`config.mk`:
```
export PLATFORM = sky130hd
export DESIGN_NAME = port_response_router
export DESIGN_NICKNAME = d
export VERILOG_FILES = /design/src/rtl/port_response_router.sv
export SDC_FILE = /design/constraint.sdc
export NUM_CORES = 1
export LEC_CHECK = 0
export CELL_PAD_IN_SITES_DETAIL_PLACEMENT = 0
export CELL_PAD_IN_SITES_GLOBAL_PLACEMENT = 1
export CORE_ASPECT_RATIO = 0.5
export CORE_MARGIN = 1
export CORE_UTILIZATION = 32
export DETAILED_ROUTE_END_ITERATION = 12
export GPL_TIMING_DRIVEN = 0
export PLACE_DENSITY = 0.79
export SLEW_MARGIN = 40
export SYNTH_ARGS = -nofsm -noshare
export SYNTH_HDL_FRONTEND = slang
export SYNTH_SLANG_ARGS = --single-unit
```
`constraint.sdc`:
```
create_clock -name clk -period 2.2 [get_ports clk]
set_input_delay 0.44 -clock clk [delete_from_list [all_inputs] [get_ports clk]]
set_output_delay 0.44 -clock clk [all_outputs]
set_load 0.02 [all_outputs]
```
`src/rtl/port_response_router.sv`:
```
// Return-path router: records the granted port of every issued request in a
// tag FIFO, then steers each in-order response back to that port through a
// registered one-entry output slot with per-port valid/ACK handshake.
module port_response_router #(
  parameter int unsigned PORTCOUNT     = 4,
  parameter int unsigned PORTADDRWIDTH = 2,
  parameter int unsigned DATABITWIDTH  = 16,
  parameter int unsigned DEPTH         = 4
) (
  input  logic                      clk,
  input  logic                      rst,
  input  logic                      clk_en,
  input  logic                      sync_rst,
  input  logic                      IssueValid,
  input  logic [PORTADDRWIDTH-1:0]  IssuePort,
  output logic                      IssueReady,
  input  logic                      RespValid,
  input  logic [DATABITWIDTH-1:0]   RespData,
  output logic                      RespReady,
  output logic [PORTCOUNT-1:0]      PortRespValid,
  output logic [DATABITWIDTH-1:0]   PortRespData,
  input  logic [PORTCOUNT-1:0]      PortRespACK,
  output logic [$clog2(DEPTH):0]    Outstanding,
  output logic                      Error
);

  localparam int unsigned IdxW = $clog2(DEPTH);
  localparam int unsigned PtrW = IdxW + 1;
  localparam logic [PtrW-1:0] FullCnt = PtrW'(DEPTH);
  localparam logic [PORTADDRWIDTH-1:0] MaxPort = PORTADDRWIDTH'(PORTCOUNT - 1);

  // Tag storage and wrap-around pointers (extra MSB distinguishes full/empty)
  logic [PORTADDRWIDTH-1:0] tag_mem_q [DEPTH];
  logic [PtrW-1:0]          wr_ptr_q, wr_ptr_d;
  logic [PtrW-1:0]          rd_ptr_q, rd_ptr_d;

  // Output slot and sticky error
  logic [PORTCOUNT-1:0]     slot_valid_q, slot_valid_d;
  logic [DATABITWIDTH-1:0]  slot_data_q, slot_data_d;
  logic                     error_q, error_d;

  // Derived status
  logic [PtrW-1:0]          count;
  logic                     full;
  logic                     empty;
  logic                     port_ok;
  logic                     slot_acked;
  logic                     slot_free;
  logic                     issue_acc;
  logic                     push;
  logic                     pop;
  logic                     spurious;
  logic [PORTADDRWIDTH-1:0] head_port;
  logic [PORTCOUNT-1:0]     head_onehot;

  // Occupancy, handshake readiness and accept strobes
  always_comb begin
    count      = wr_ptr_q - rd_ptr_q;
    full       = (count == FullCnt);
    empty      = (count == '0);
    port_ok    = (IssuePort <= MaxPort);
    slot_acked = |(PortRespACK & slot_valid_q);
    slot_free  = (slot_valid_q == '0) || slot_acked;
    // Readiness looks only at registered occupancy: no same-cycle issue bypass
    IssueReady = !full;
    RespReady  = !empty && slot_free;
    issue_acc  = IssueValid && !full && clk_en;
    push       = issue_acc && port_ok;
    pop        = RespValid && RespReady && clk_en;
    spurious   = RespValid && empty && clk_en;
  end

  // Decode the FIFO head into the one-hot port select for the slot
  always_comb begin
    head_port   = tag_mem_q[rd_ptr_q[IdxW-1:0]];
    head_onehot = '0;
    for (int p = 0; p < int'(PORTCOUNT); p++) begin
      head_onehot[p] = (head_port == PORTADDRWIDTH'(p));
    end
  end

  // Next-state: pointers, slot load/clear, sticky error; sync_rst overrides all
  always_comb begin
    wr_ptr_d     = wr_ptr_q;
    rd_ptr_d     = rd_ptr_q;
    slot_valid_d = slot_valid_q;
    slot_data_d  = slot_data_q;
    error_d      = error_q;

    if (push) begin
      wr_ptr_d = wr_ptr_q + PtrW'(1);
    end
    if (pop) begin
      rd_ptr_d = rd_ptr_q + PtrW'(1);
    end

    // A new load takes priority over an ACK so back-to-back delivery works
    if (pop) begin
      slot_valid_d = head_onehot;
      slot_data_d  = RespData;
    end else if (clk_en && slot_acked) begin
      slot_valid_d = '0;
    end

    if ((issue_acc && !port_ok) || spurious) begin
      error_d = 1'b1;
    end

    if (sync_rst) begin
      wr_ptr_d     = '0;
      rd_ptr_d     = '0;
      slot_valid_d = '0;
      slot_data_d  = '0;
      error_d      = 1'b0;
    end
  end

  // State registers with asynchronous reset
  always_ff @(posedge clk or posedge rst) begin
    if (rst) begin
      wr_ptr_q     <= '0;
      rd_ptr_q     <= '0;
      slot_valid_q <= '0;
      slot_data_q  <= '0;
      error_q      <= 1'b0;
    end else begin
      wr_ptr_q     <= wr_ptr_d;
      rd_ptr_q     <= rd_ptr_d;
      slot_valid_q <= slot_valid_d;
      slot_data_q  <= slot_data_d;
      error_q      <= error_d;
    end
  end

  // Tag storage write; contents are meaningless once the pointers reset
  always_ff @(posedge clk) begin
    if (push && !sync_rst) begin
      tag_mem_q[wr_ptr_q[IdxW-1:0]] <= IssuePort;
    end
  end

  assign PortRespValid = slot_valid_q;
  assign PortRespData  = slot_data_q;
  assign Outstanding   = count;
  assign Error         = error_q;

endmodule

```
==> impl_metrics.yaml, run 1 <==
grt:
  grt_max_degree: 28
  grt_pass1_vias: 1237
  grt_pass1_wl_mm: 6.10
  grtUsageTotal_pct: 16.0
  grt_overflow: 0
  antenna_found_initial: 0
placed_design:
  portBuffers: 53
  dp_slack_ns: -0.523
  place_hpwl_mm: 2.72
  gp_congestion: 0.742
worst_setup_path:
  critical-path-top-delay-family: "adder cells"
  rrSetupSlack_ns: 0
  required_ns: 1.76
  crit_path_start_kind: "register"
  crit_chain: "ha_4 > fa_2 > xor3_2 > nor2_4 > nor2_2 > buf_6"
  critPathBufInv: 1
  cp-end-kind: "output port"
  r2r-start: "rd_ptr_q[0]"
  arrival_ns: 1.85
  r2r-end: "PortRespData[2]"
  cpPeakStageDelay_ns: 0.44
  reg2regPathDepth: 8
  worst-path-max-fanout: 5
  slowest_stage: "dfrtp_2"
  worstSetupPathType: "reg2out"
power:
  ir_drop_mv: 0.245
  powerDensity_nw_per_um2: 677
  power.leakage_nw: 1.03
final_layout:
  finalNetCount: 221
  fillers: 398
  diodes: 0
  syn_to_final_growth_pct: 54.0
  multiInputGateArea_um2: 707
  final-seq-area_um2: 917
  layout-drive-gt1-share_pct: 25.1
sta:
  period_needed_ns: 2.29
  fmax_mhz: 438
  finalSetupViolCount: 4
  slew_viol_final: 0
  fin_skew_ns: 0.00390
  rsz0062_at_grt: "yes"
  holdWs_ns: 0.502
  timing.slew.headroom_pct: 61.5
  tightest_slew_ns: 0.576
  setup_slack_ns: -0.0857
  timing.final.crit_share_pct: 104
  hold_viol: 0
floorplan:
  coreArea_um2: 4570
  dieArea_um2: 5270
  die_x_um: 102
  fp-row-count: 17
  start_util_pct: 34.8
  die_h_um: 51.9
  pin_count: 54
clock_tree:
  cts_tree: "built"
  numCtsBuffers: 5
  clk_latency_ns: 0.29
  cts.sinks: 35
  htree_levels: 2
  cts_root_buf: "clkbuf_8"
  cts.clk_slew.worst_paths_ns: 0.07
  hold_buffers: 0
  clock_path_buffers: 2
drt:
  top_layer: "met4"
  met3_wirelength_um: 137
  ant_nets: 0
  firstDrtPassIters: 4
  route.detailed.drc: 0
  wire_per_inst_um: 15.0
  wirelength_mm: 3.79
  wl_met2_mm: 1.93
  first_iter_violations: 48
  vias: 1240
  wl_met1_mm: 1.68
  via_per_inst: 4.90
synthesis:
  ys_ff_latch: 35
  syn_nets: 152
  yosys.area_share.xor_xnor_pct: 2.60
  synth_compound_area_share_pct: 16.9
  synth.distinct_cells: 30
  synthMuxAreaShare_pct: 3.46
  synth_edf_count: 8
  avgSynthCellArea_um2: 13.6
  async_flop_share_pct: 77.1
  synthCells: 117
  synth_fa_ha_area_share_pct: 5.98
  yosys_warnings: 0
  synth_top_family_by_area: "compound AO/OA/AOI/OAI gates"
  syn_area_um2: 1590
  seq_area_frac_synth_pct: 57.6
  yosys_most_used_dff: "dfrtp_1"
  synth-simple-area-share_pct: 9.83
hold_path:
  hold_start: "PortRespData[4]"
  hold-path-cell-count: 1
  worstHoldPathType: "reg2reg"
  holdPathEnd: "PortRespData[4]"
outcome:
  outcome: "finished with violations"
  violations: "setup timing"
job:
  drv_cap: 0
stage by stage:
step / setup TNS, ns / util [%] / total power [W] / cell area, um^2 / std cells
after CTS: -0.146 / 53.1 / 0.00166 / 2430 / 251
final: -0.146 / 53.5 / 0.00166 / 2450 / 253
after global placement: -4.58 / 50.1 / 0.00116 / 2290 / 236
after global routing: -1.10 / 53.5 / 0.00175 / 2450 / 253
after detailed placement: -5.10 / 50.1 / 0.00117 / 2290 / 236
after floorplan: -0.898 / - / 0.000983 / 1680 / 117
repair_timing:
action | in CTS | in global routing
pin swaps | 4 | 3
endpoints found under the hold margin | 0 | 0
setup buffers | 7 | 1
resized for setup | 20 | 7
setup endpoints to repair | 35 | 27
gates cloned | 0 | 1
how the worst max path moves through the flow:
| stage | cells after the start | slack (ns) | to | from |
|---|---|---|---|---|
| final | 6 | -0.09 | RespReady | rd_ptr_q[0] |
| after global routing | 6 | -0.13 | RespReady | rd_ptr_q[0] |
| after CTS | 6 | -0.10 | RespReady | rd_ptr_q[0] |
| after detailed placement | 7 | -0.52 | RespReady | wr_ptr_q[0] |
| after global placement | 7 | -0.53 | RespReady | wr_ptr_q[0] |
| after floorplan | 8 | -0.06 | PortRespData[0] | wr_ptr_q[0] |
where the power goes:
| part | switching, W | total [W] | internal (W) |
|---|---|---|---|
| clock network | 0.000221 | 0.000445 | 0.000225 |
| registers | 0.0000227 | 0.000720 | 0.000697 |
| logic | 0.000242 | 0.000493 | 0.000252 |
sequential cells by signal, summed over array words and instances (netlist names):
signal	count
rd_ptr_q	3
PortRespValid	4
tag_mem_q	8
wr_ptr_q	3
PortRespData	16
Error	1
cell usage after synthesis (2+ instances only):
cell type  count  area share [%]
a21oi_1        5             1.6
a22o_1        17             9.4
a22oi_1        2            0.94
a32o_1         4             2.5
buf_6          2             1.4
dfrtp_1       27              42
edfxtp_1       8              15
ha_1           6             4.7
inv_1          7             1.7
mux4_2         2             2.8
nand2_1        5             1.2
nand3_1        4             1.3
nor2_1         6             1.4
nor3b_1        4             1.9
o31ai_1        2            0.94
xnor2_1        2             1.1
kinds of logic after synthesis:
family,count (synthesis)
AO/OA/AOI/OAI,33
XOR/XNOR,3
adder cells (fa/ha/maj),7
buffers and inverters,11
flip-flops,35
multiplexers,3
AND/OR/NAND/NOR,25
layout make-up:
cell class              instances  area share (%)
clock buffers                   8            3.27
plain buffers                   4            1.53
repair buffers                 62            24.4
well taps                      66            3.37
inverters                       7            1.07
flip-flops and latches         35            37.5
multi-input cells              71            28.9
routing by layer:
metal	GRT usage [%]	vias to the layer above
li1	-	581
met1	19.2	631
met2	28.4	23
met3	4.03	5
met4	5.07	0
met5	0	-
placed cells by master, fill, tap and decap left out, types with 5 or more instances in the layout:
cell type,count
a22o_1,17
buf_6,7
clkdlybuf4s50_1,49
ha_1,5
buf_4,7
dfrtp_1,26
edfxtp_1,8
clkbuf_8,5
Note: power is estimated with default switching activity, not from simulation.
==> run 2, diff against run 1 <==
--- a/config.mk
+++ b/config.mk
@@ -13,6 +13,7 @@
 export DETAILED_ROUTE_END_ITERATION = 12
 export GPL_TIMING_DRIVEN = 0
 export PLACE_DENSITY = 0.79
+export RECOVER_POWER = 25
 export SLEW_MARGIN = 40
 export SYNTH_ARGS = -nofsm -noshare
 export SYNTH_HDL_FRONTEND = slang
==> run 2 against run 1 <==
Net effect: the flow still finishes with violations (setup timing); global-route usage did not move; routed wire length did not move; clock skew did not move; sequential power barely moved; sequential share of layout area did not move; via count did not move.
==> impl_metrics.yaml, run 2 (synthesis results as in run 1) <==
final_layout:
  finish.utilization_pct: 53.5
  fillers: 398
  multiInputGateArea_um2: 707
  syn_to_final_growth_pct: 54.0
  final_cell_mix: "clkdlybuf4s50_1, dfrtp_1, a22o_1, edfxtp_1"
  largest_reg_flops: 16
  finalNetCount: 221
  layout-drive-gt1-share_pct: 24.6
  fin_cells: 253
  diodes: 0
  final_common_cell: "clkdlybuf4s50_1"
  final-seq-area_um2: 917
outcome:
  violations: "setup timing"
  outcome: "finished with violations"
grt:
  grtUsageTotal_pct: 16.0
  antenna_found_initial: 0
  grt_pass1_wl_mm: 6.10
  grt_pass1_vias: 1237
  grt_overflow: 0
  grt_max_degree: 28
sta:
  timing.slew.headroom_pct: 30.3
  hold_viol: 0
  tns_ns: -0.146
  period_needed_ns: 2.29
  setup_slack_ns: -0.0857
  rsz0062_at_grt: "yes"
  fin_skew_ns: 0.00390
  slew_viol_final: 0
  holdWs_ns: 0.502
  timing.final.crit_share_pct: 104
  tightest_slew_ns: 1.04
  finalSetupViolCount: 4
  fmax_mhz: 438
placed_design:
  place_inst: 236
  gp_congestion: 0.742
  place_hpwl_mm: 2.72
  portBuffers: 53
floorplan:
  coreArea_um2: 4570
  die_x_um: 102
  pin_count: 54
  die_h_um: 51.9
  dieArea_um2: 5270
  fp-row-count: 17
  start_util_pct: 34.8
worst_setup_path:
  reg2regPathDepth: 8
  worst-path-max-fanout: 5
  r2r-start: "rd_ptr_q[0]"
  slowest_stage: "dfrtp_2"
  worstSetupPathType: "reg2out"
  cp-end-kind: "output port"
  cpPeakStageDelay_ns: 0.44
  arrival_ns: 1.85
  rrSetupSlack_ns: 0
  r2r-end: "PortRespData[2]"
  critPathBufInv: 1
  crit_chain: "ha_4 > fa_2 > xor3_2 > nor2_4 > nor2_2 > buf_6"
  required_ns: 1.76
  crit_path_start_kind: "register"
  critical-path-top-delay-family: "adder cells"
clock_tree:
  cts_root_buf: "clkbuf_8"
  cts.clk_slew.worst_paths_ns: 0.07
  numCtsBuffers: 5
  clk_latency_ns: 0.29
  htree_levels: 2
  cts.sinks: 35
  cts_tree: "built"
  clock_path_buffers: 2
drt:
  firstDrtPassIters: 4
  route.detailed.drc: 0
  wire_per_inst_um: 15.0
  via_per_inst: 4.90
  ant_nets: 0
  vias: 1240
  first_iter_violations: 48
  wirelength_mm: 3.79
power:
  power.net_switching_w: 0.000485
  seqPwrFrac_pct: 43.4
  switching_share_pct: 29.2
  p_int_w: 0.00117
  p_comb_share_pct: 29.7
  ir_drop_mv: 0.245
  p_clk_share_pct: 26.9
  powerDensity_nw_per_um2: 677
  p_total_w: 0.00166
  power.leakage_nw: 1.03
hold_path:
  hold-path-cell-count: 1
  worstHoldPathType: "reg2reg"
  hold_start: "PortRespData[4]"
  holdPathEnd: "PortRespData[4]"
job:
  drv_cap: 0
run 2: cell count changes in the layout (fill, tap and decap cells not counted):
cell / before / now
clkdlybuf4s50_1: 49 / 46
dlygate4sd3_1: 0 / 3
inv_1: 4 / 5
inv_2: 3 / 2
run 2: power groups by stage:
stage                     clock network, W  logic (W)  registers (W)
final                             0.000445   0.000492       0.000720
after floorplan                          0   0.000220       0.000763
after global routing              0.000496   0.000528       0.000723
after global placement                   0   0.000427       0.000735
after detailed placement                 0   0.000433       0.000736
after CTS                         0.000460   0.000479       0.000720
run 2: area by class of cell:
class | instances | area share, %
Sequential cell | 35 | 37.5
Tap cell | 66 | 3.37
Buffer | 4 | 1.53
Inverter | 7 | 1.07
Clock buffer | 8 | 3.27
Timing Repair Buffer | 62 | 24.4
Multi-Input combinational cell | 71 | 28.9
run 2: repair_timing:
item                                    4_1_cts  5_1_grt
hold endpoints to repair                      0        0
endpoints found under the setup margin       35       27
cloned                                        0        1
buffers inserted                              7        1
hold buffers                                  0        0
pin swaps                                     4        3
resized for setup                            20        7
run 2: worst max-delay path by stage:
stage                start               to  depth (start not counted)
6_report       rd_ptr_q[0]        RespReady                          6
4_1_cts        rd_ptr_q[0]        RespReady                          6
5_1_grt        rd_ptr_q[0]        RespReady                          6
2_1_floorplan  wr_ptr_q[0]  PortRespData[0]                          8
3_5_place_dp   wr_ptr_q[0]        RespReady                          7
3_3_place_gp   wr_ptr_q[0]        RespReady                          7
run 2: worst reg2reg max path, stage by stage, from the launching register on:
cell and delay, ns:
dfrtp_2 0.44, ha_4 0.17, fa_2 0.33, xor3_2 0.33, buf_4 0.18, o21ba_4 0.22
a21oi_4 0.19, buf_6 0.16, a22o_1 0.13
run 2: routing by layer:
metal | up-vias | global-route usage, % | share of wire [%]
met5 | - | 0 | 0
met4 | 0 | 5.07 | 1.1
met3 | 5 | 4.03 | 3.6
met2 | 23 | 28.4 | 51
met1 | 631 | 19.2 | 44
li1 | 581 | - | -
run 2: through the flow:
step | setup slack, ns | area (um^2)
after global routing | -0.133 | 2450
final | -0.0857 | 2450
after floorplan | -0.0648 | 1680
after CTS | -0.100 | 2430
after global placement | -0.526 | 2290
after detailed placement | -0.523 | 2290
==> run 3, diff against run 2 <==
--- a/config.mk
+++ b/config.mk
@@ -5,14 +5,15 @@
 export SDC_FILE = /design/constraint.sdc
 export NUM_CORES = 1
 export LEC_CHECK = 0
+export CAP_MARGIN = 40
 export CELL_PAD_IN_SITES_DETAIL_PLACEMENT = 0
 export CELL_PAD_IN_SITES_GLOBAL_PLACEMENT = 1
 export CORE_ASPECT_RATIO = 0.5
 export CORE_MARGIN = 1
-export CORE_UTILIZATION = 32
+export CORE_UTILIZATION = 38
 export DETAILED_ROUTE_END_ITERATION = 12
 export GPL_TIMING_DRIVEN = 0
-export PLACE_DENSITY = 0.79
+export PLACE_DENSITY = 0.95
 export RECOVER_POWER = 25
 export SLEW_MARGIN = 40
 export SYNTH_ARGS = -nofsm -noshare
==> constraint.sdc (replaced) <==
create_clock -name clk -period 2.85 [get_ports clk]
set_input_delay 0.57 -clock clk [delete_from_list [all_inputs] [get_ports clk]]
set_output_delay 0.57 -clock clk [all_outputs]
set_load 0.02 [all_outputs]
==> run 3 against run 2 <==
Net effect: the run now ends clean; die area fell by 15%; sequential share of layout area grew 2.2 points; core utilization grew 4.8 points; non-clock buffer count down 6; cell count is 7.5% lower; count of clock-buffer cells in the layout is 1 lower; sequential power decreased by 22%; clock skew grew 0.0021 ns; routed wire length fell by 6.3%; critical path type unchanged; critical endpoint is now IssueReady.
==> impl_metrics.yaml, run 3 (synthesis results as in run 1) <==
outcome:
  outcome: "completed"
worst_setup_path:
  worst-path-max-fanout: 6
  r2r-start: "wr_ptr_q[0]"
  required_ns: 2.28
  crit_path_start_kind: "register"
  startpoint: "wr_ptr_q[0]"
  worstSetupPathType: "reg2out"
  cp-end-kind: "output port"
  arrival_ns: 2.22
floorplan:
  dieArea_um2: 4460
  die_x_um: 93.5
  pin_count: 54
  fp-row-count: 16
  coreArea_um2: 3960
  die_h_um: 47.7
  start_util_pct: 40.1
grt:
  grt_max_degree: 28
  grt_pass1_wl_mm: 5.18
  grt_pass1_vias: 1159
  grt_overflow: 0
  antenna_found_initial: 0
  grtUsageTotal_pct: 16.1
drt:
  first_iter_violations: 51
  ant_nets: 0
  firstDrtPassIters: 4
  vias: 1191
  via_per_inst: 5.09
  wire_per_inst_um: 15.2
  route.detailed.drc: 0
  wirelength_mm: 3.55
sta:
  tightest_slew_ns: 1.05
  timing.final.crit_share_pct: 97.8
  timing.slew.headroom_pct: 29.9
  fin_skew_ns: 0.00599
  tns_ns: 0
  period_needed_ns: 2.79
  fmax_mhz: 359
  slew_viol_final: 0
  hold_viol: 0
  finalSetupViolCount: 0
placed_design:
  place_hpwl_mm: 2.50
  portBuffers: 53
  gp_congestion: 0.731
  place_inst: 224
power:
  power.leakage_nw: 0.983
  power.net_switching_w: 0.000350
  powerDensity_nw_per_um2: 546
  p_comb_share_pct: 24.5
  ir_drop_mv: 0.222
  p_int_w: 0.000911
  switching_share_pct: 27.7
  seqPwrFrac_pct: 44.3
  p_clk_share_pct: 31.2
clock_tree:
  clk_latency_ns: 0.28
  numCtsBuffers: 5
  cts.clk_slew.worst_paths_ns: 0.07
  clock_path_buffers: 2
  cts_tree: "built"
  hold_buffers: 0
  cts.sinks: 35
  cts_root_buf: "clkbuf_8"
  htree_levels: 2
final_layout:
  fin_cells: 234
  final_cell_mix: "clkdlybuf4s50_1, dfrtp_1, a22o_1, edfxtp_1, inv_1"
  syn_to_final_growth_pct: 45.3
  largest_reg_flops: 16
  finalNetCount: 215
  final_common_cell: "clkdlybuf4s50_1"
  layout-drive-gt1-share_pct: 12.8
  diodes: 0
job:
  drv_cap: 0
hold_path:
  worstHoldPathType: "reg2reg"
  hold_start: "PortRespData[1]"
==> run 3: cell count changes in the layout (fill, tap and decap cells not counted), sizes merged <==
| cell | before | now |
|---|---|---|
| clkbuf | 10 | 9 |
| buf | 15 | 6 |
| dlygate4sd2 | 0 | 2 |
| clkdlybuf4s50 | 46 | 47 |
==> run 3: metal layers <==
metal | track usage, % | share of wire (%) | wire (um)
met1 | 18.1 | 47 | 1660
met2 | 29.4 | 49 | 1760
met3 | 5.87 | 2.6 | 94
met4 | 7.08 | 1.4 | 48
met5 | 0 | 0 | 0
==> run 3: final timing paths <==
path | cells after the start | slack, ns | end
max | 6 | 0.06 | IssueReady
min | 1 | 0.50 | PortRespData[1]
max reg2reg | 8 | 0.26 | PortRespData[8]
min reg2reg | 1 | 0.50 | PortRespData[1]
max in group asynchronous | 2 | 1.17 | rd_ptr_q[0]
min in group asynchronous | 2 | 0.98 | PortRespData[11]
==> run 3: critical path, stage by stage (launching register included) <==
cell	delay (ns)
dfrtp_1	0.42
inv_1	0.11
ha_1	0.23
fa_1	0.39
xor3_2	0.32
nand2_1	0.13
dlygate4sd2_1	0.34
==> run 3: stage by stage <==
step	utilization, %	setup slack (ns)	hold WS [ns]	power, W	cell area, um^2
after global placement	55.2	-0.0922	0.479	0.000860	2190
after detailed placement	55.2	-0.148	0.483	0.000866	2190
after global routing	58.3	-0.0227	0.511	0.00132	2310
final	58.3	0.0626	0.498	0.00126	2310
after CTS	57.8	-0.0279	0.505	0.00126	2290
after floorplan	-	0.350	0.520	0.000728	1590
==> run 3: area by class of cell <==
class | instances | area, um^2
tap | 54 | 67.6
fill | 319 | 1650
clock buffer | 7 | 97.6
inverter | 7 | 26.3
timing repair buffer | 56 | 546
sequential | 35 | 917
buffer | 4 | 31.3
multi-input combinational | 71 | 626
==> run 3: power by group through the flow <==
stage	logic, W	registers, W	clock network, W
2_1_floorplan	0.000141	0.000588	0
4_1_cts	0.000301	0.000558	0.000405
5_1_grt	0.000332	0.000561	0.000431
3_3_place_gp	0.000294	0.000566	0
3_5_place_dp	0.000299	0.000567	0
6_report	0.000309	0.000559	0.000393
==> run 3: timing repair <==
item                                    4_1_cts  5_1_grt
gates resized for setup                       7        2
pin swaps                                     0        1
gates cloned                                  0        0
setup buffers                                 0        3
endpoints found under the setup margin        3        2
